[src/rtl/seq_step_counter.sv]
// Step counter for the SOS IIR datapath: walks section/coefficient/state indices
// between 0 and a run-time limit, up or down by STEP, one-shot or wrapping.
module seq_step_counter #(
    parameter int unsigned WIDTH = 8,
    parameter int unsigned STEP  = 1
) (
    input  logic             clk,
    input  logic             reset,
    input  logic             start,
    input  logic             stop,
    input  logic             en,
    input  logic             dir,
    input  logic             cont,
    input  logic [WIDTH-1:0] limit,
    output logic [WIDTH-1:0] count,
    output logic             busy,
    output logic             tc,
    output logic             done
);

    localparam int unsigned    XW     = WIDTH + 1;
    localparam logic [WIDTH:0] STEP_X = XW'(STEP);

    typedef enum logic {
        IDLE,
        RUN
    } state_t;

    state_t           state_q, state_d;
    logic [WIDTH-1:0] count_q, count_d;
    logic [WIDTH-1:0] limit_q, limit_d;
    logic             dir_q, dir_d;
    logic             cont_q, cont_d;
    logic             busy_q, busy_d;
    logic             tc_q, tc_d;
    logic             done_q, done_d;

    logic [WIDTH:0]   upSum;
    logic             canStepUp;
    logic             canStepDown;
    logic             canStep;
    logic [WIDTH-1:0] steppedCount;

    // Comparisons are one bit wider than the counter so count+STEP can never wrap.
    assign upSum        = {1'b0, count_q} + STEP_X;
    assign canStepUp    = (upSum <= {1'b0, limit_q});
    assign canStepDown  = ({1'b0, count_q} >= STEP_X);
    assign canStep      = dir_q ? canStepUp : canStepDown;
    assign steppedCount = dir_q ? upSum[WIDTH-1:0] : (count_q - STEP_X[WIDTH-1:0]);

    always_comb begin
        state_d = state_q;
        count_d = count_q;
        limit_d = limit_q;
        dir_d   = dir_q;
        cont_d  = cont_q;
        tc_d    = 1'b0;
        done_d  = 1'b0;

        case (state_q)
            IDLE: begin
                if (start) begin
                    limit_d = limit;
                    dir_d   = dir;
                    cont_d  = cont;
                    count_d = dir ? '0 : limit;
                    state_d = RUN;
                end
            end
            RUN: begin
                if (stop) begin
                    state_d = IDLE;
                end else if (en) begin
                    if (canStep) begin
                        count_d = steppedCount;
                    end else begin
                        tc_d = 1'b1;
                        if (cont_q) begin
                            count_d = dir_q ? '0 : limit_q;
                        end else begin
                            done_d  = 1'b1;
                            state_d = IDLE;
                        end
                    end
                end
            end
            default: state_d = IDLE;
        endcase

        busy_d = (state_d == RUN);
    end

    always_ff @(posedge clk or posedge reset) begin
        if (reset) begin
            state_q <= IDLE;
            count_q <= '0;
            limit_q <= '0;
            dir_q   <= 1'b1;
            cont_q  <= 1'b0;
            busy_q  <= 1'b0;
            tc_q    <= 1'b0;
            done_q  <= 1'b0;
        end else begin
            state_q <= state_d;
            count_q <= count_d;
            limit_q <= limit_d;
            dir_q   <= dir_d;
            cont_q  <= cont_d;
            busy_q  <= busy_d;
            tc_q    <= tc_d;
            done_q  <= done_d;
        end
    end

    assign count = count_q;
    assign busy  = busy_q;
    assign tc    = tc_q;
    assign done  = done_q;

endmodule

[config.mk]
export PLATFORM = sky130hd
export DESIGN_NAME = seq_step_counter
export DESIGN_NICKNAME = d
export VERILOG_FILES = /design/src/rtl/seq_step_counter.sv
export SDC_FILE = /design/constraint.sdc
export NUM_CORES = 1
export LEC_CHECK = 0
export ABC_AREA = 1
export CELL_PAD_IN_SITES_DETAIL_PLACEMENT = 0
export CELL_PAD_IN_SITES_GLOBAL_PLACEMENT = 1
export CORE_ASPECT_RATIO = 0.7
export CORE_MARGIN = 1.5
export CORE_UTILIZATION = 34
export CTS_CLUSTER_SIZE = 16
export DETAILED_ROUTE_END_ITERATION = 8
export PLACE_DENSITY = 0.86
export SLEW_MARGIN = 20
export SYNTH_ARGS = -nofsm -noshare
export SYNTH_HDL_FRONTEND = slang
export SYNTH_SLANG_ARGS = --single-unit
export TNS_END_PERCENT = 5
[constraint.sdc]
create_clock -name clk -period 2.1 [get_ports clk]
set_input_delay 0.42 -clock clk [delete_from_list [all_inputs] [get_ports clk]]
set_output_delay 0.42 -clock clk [all_outputs]
set_load 0.03 [all_outputs]
==> results of run 1 <==
power by group through the flow:
stage | clock network (mW) | logic [mW] | registers, mW
2_1_floorplan | 0 | 1.27 | 0.817
3_3_place_gp | 0 | 2.22 | 0.672
3_5_place_dp | 0 | 2.24 | 0.680
4_1_cts | 0.291 | 2.36 | 0.673
5_1_grt | 0.312 | 2.86 | 0.705
6_report | 0.282 | 2.57 | 0.684
stage by stage:
step	std cells	setup TNS [ps]	total power [mW]	area (sq um)
final	404	-3710	3.54	2530
after global routing	404	-5320	3.88	2530
after CTS	400	-3200	3.32	2430
after detailed placement	390	-3420	2.92	2300
after global placement	390	-3090	2.89	2300
after floorplan	269	-2060	2.09	1750
worst min path at each step:
stage / from / endpoint / slack, ps
6_report: reset / tc / 480
5_1_grt: reset / tc / 500
4_1_cts: reset / done / 490
3_5_place_dp: limit_q[0] / limit_q[0] / 500
3_3_place_gp: limit_q[0] / limit_q[0] / 500
2_1_floorplan: reset / busy / 400
cells by family after synthesis:
kind of cell	count (synthesis)	synth area share, %
xor gates and xnor gates	5	2.55
AOI/OAI and AO/OA	19	6.48
adders and majority gates	11	8.01
buffers and inverters	42	9.91
and+or+nand+nor	171	42.4
DFF	21	30.7
cell usage after synthesis (2+ instances only):
master	number
sky130_fd_sc_hd__nand2_4	3
sky130_fd_sc_hd__nand4_1	3
sky130_fd_sc_hd__inv_1	35
sky130_fd_sc_hd__a21oi_1	3
sky130_fd_sc_hd__xor2_1	3
sky130_fd_sc_hd__nand2_2	3
sky130_fd_sc_hd__nor2_2	3
sky130_fd_sc_hd__clkbuf_1	4
sky130_fd_sc_hd__nor2_1	14
sky130_fd_sc_hd__and2_1	2
sky130_fd_sc_hd__nand2_1	122
sky130_fd_sc_hd__nand3_1	19
sky130_fd_sc_hd__dfrtp_1	20
sky130_fd_sc_hd__o21ai_0	13
sky130_fd_sc_hd__xnor2_1	2
sky130_fd_sc_hd__ha_1	11
state kept, by name, summed over array words and instances, names as in the netlist:
| name | cells |
|---|---|
| limit_q | 8 |
| tc | 1 |
| busy | 1 |
| cont_q | 1 |
| done | 1 |
| dir_q | 1 |
| count | 8 |
timing repair:
action | CTS | global route
gates resized for setup | 9 | 19
setup endpoints to repair | 11 | 11
setup buffers | 6 | 4
pin swaps | 18 | 21
routing by layer:
layer / share of wire (%) / routed length, um / track usage [%]
met4: 0 / 0 / 1.19
met2: 47 / 2360 / 31.8
met3: 3.9 / 196 / 4.10
met1: 50 / 2510 / 28.0
met5: 0 / 0 / 0
layout make-up:
type	count	share of cell area [%]
Clock buffer	3	1.63
Clock inverter	1	0.197
Inverter	36	5.38
Multi-Input combinational cell	206	45.5
Sequential cell	21	21.0
Tap cell	69	3.41
Timing Repair Buffer	68	22.9
placed cells by master, fill, tap and decap left out, types with 3 or more instances in the layout:
cell | Yosys | final
sky130_fd_sc_hd__nand2_1 | 122 | 116
sky130_fd_sc_hd__buf_4 | 1 | 41
sky130_fd_sc_hd__inv_1 | 35 | 33
sky130_fd_sc_hd__clkdlybuf4s50_1 | 0 | 25
sky130_fd_sc_hd__nand3_1 | 19 | 17
sky130_fd_sc_hd__dfrtp_1 | 20 | 16
sky130_fd_sc_hd__o21ai_0 | 13 | 12
sky130_fd_sc_hd__nor2_1 | 14 | 10
sky130_fd_sc_hd__ha_1 | 11 | 8
sky130_fd_sc_hd__nand2_2 | 3 | 7
sky130_fd_sc_hd__nor2_2 | 3 | 5
sky130_fd_sc_hd__nand2_4 | 3 | 5
sky130_fd_sc_hd__dfrtp_2 | 0 | 4
sky130_fd_sc_hd__nand4_1 | 3 | 3
sky130_fd_sc_hd__ha_4 | 0 | 3
sky130_fd_sc_hd__clkbuf_8 | 0 | 3
worst max-delay path, stage by stage, from the launching register on:
cell and delay (ps):
sky130_fd_sc_hd__dfrtp_2 440, sky130_fd_sc_hd__ha_4 180, sky130_fd_sc_hd__nand3_4 130, sky130_fd_sc_hd__xor2_2 210, sky130_fd_sc_hd__ha_1 320, sky130_fd_sc_hd__nand2_2 90, sky130_fd_sc_hd__nor2_2 40, sky130_fd_sc_hd__buf_4 120
sky130_fd_sc_hd__nand3_2 60, sky130_fd_sc_hd__nor2_2 40, sky130_fd_sc_hd__nor2_2 120, sky130_fd_sc_hd__nand2_4 100, sky130_fd_sc_hd__nand2_4 80, sky130_fd_sc_hd__nand2_4 60, sky130_fd_sc_hd__a21oi_4 260, sky130_fd_sc_hd__nand2_1 80
sky130_fd_sc_hd__nand2_1 70
==> metrics, run 1 <==
share of the synthesized area in the top cell type 29.1%; fraction of layout cells with a size suffix above 1 25.7%; violations in the final reports setup timing; dominant cells by area after synthesis sky130_fd_sc_hd__dfrtp_1, sky130_fd_sc_hd__nand2_1, sky130_fd_sc_hd__ha_1, sky130_fd_sc_hd__inv_1, sky130_fd_sc_hd__nand3_1; Post-Syn Nets 295; Min-Delay Path Class primary input to asynchronous set/reset pin; count of buffers from port buffering 25; CTS Buf Count 3; mean post-synth cell area 6.39 sq um; final setup violation count 11; crit path capture type flop; net switching share of the total power 48.3%; total power divided by cell area 1400 mW/mm^2; Synth cell types 25; number of cells produced by synthesis 269; drt via density 4.59; largest fanout on the critical path 8; end point of the critical path count[6]; via total after detailed routing 1,855; antenna cell count 0; count of endpoints failing hold in the final timing report 0; data required time of the worst path 2310 ps; reg-to-reg setup timing slack -380 ps; Core ar. 0.00481 sq mm; clk_lat worst skew 270 ps; hold buffers post-CTS 0; Reg area 532 sq um; relative slew slack 75.5%; remaining antenna violation count after routing 0; Reg clk slew, reported paths 80 ps; Setup CP Type flop to flop; Crit Reg-Reg Endpoint count[6]; final WL 5070 um; TritonRoute pass-1 iters 4; starting density of the core 35.7%; count of boundary I/O pins 26; WP data arrival 2690 ps; Post-Place Worst Slack -358 ps; H-Tree Level Count 1; number of antenna violations at the first check in global routing 0; final period demand of the worst path 2480 ps; Die Y-Extent 62.5 um; clock sink total 21; warning count from the yosys run 0; final number of max-transition violations 0; Total Die Area 0.00549 sq mm; category of the worst setup path launch point flop; start point of the critical path count[1]; Critical R2R Launch count[1]; drt wl/cell 12.5 um; detailed router's first-iteration violation count 74; detailed-placement wirelength estimate 3840 um; Die Width 88.0 um; async set-reset flop share out of synthesis 100%; outcome complete, but fails checks; setup repair after global routing missed its margin yes; net count reported at finish 362; post-synthesis instance area 0.00172 sq mm; CTS root buf sky130_fd_sc_hd__clkbuf_8; share of power burned in the clock network 8.0%; total of max-cap violations 0; vias in the first global route 1,798; number of synthesized register bits 21; leading area contributor after synthesis sky130_fd_sc_hd__dfrtp_1; worst hold margin 476 ps; aggregate global routing overflow 0; f_max 404 MHz; worst IR drop on VDD 0.000496 V; proportion of synthesized chip area in sequential cells 30.7%; Int Power 1.83 mW; layout-stage area growth over the synthesis result 47.6%; most used flip-flop cell after synthesis sky130_fd_sc_hd__dfrtp_1; Tightest Pin Transition 366 ps; Final WS setup -376 ps; count of cells along the worst register-to-register path 16; number of enable-type register cells in the synthesized netlist 0; Clock Skew 1.28 ps; Longest Clk Path Bufs 2; num rows 21; combinational group share of total power 72.7%; pin count of the biggest net entering global routing 22; clock tree from TritonCTS yes; total leakage power 1.33 nW; Seq pwr share 19.3%; Fill cells 491; final clock period utilization by the worst path 118%; total area of multi-input combinational cells 0.00115 sq mm; utilization of the core after routing 52.7%; RD Place Congestion 0.833; GRT Util Overall 19.6%; Post-route DRC 0; Sw Pwr 1.71 mW; global-route wire length before repair 8500 um
(Power assumes the default switching activity.)
==> inputs of run 2 (changes only) <==
Settings changed: GPL_ROUTABILITY_DRIVEN set to 0.
==> results of run 2 <==
The final DEF is identical to that of run 1; final timing and power are the same.
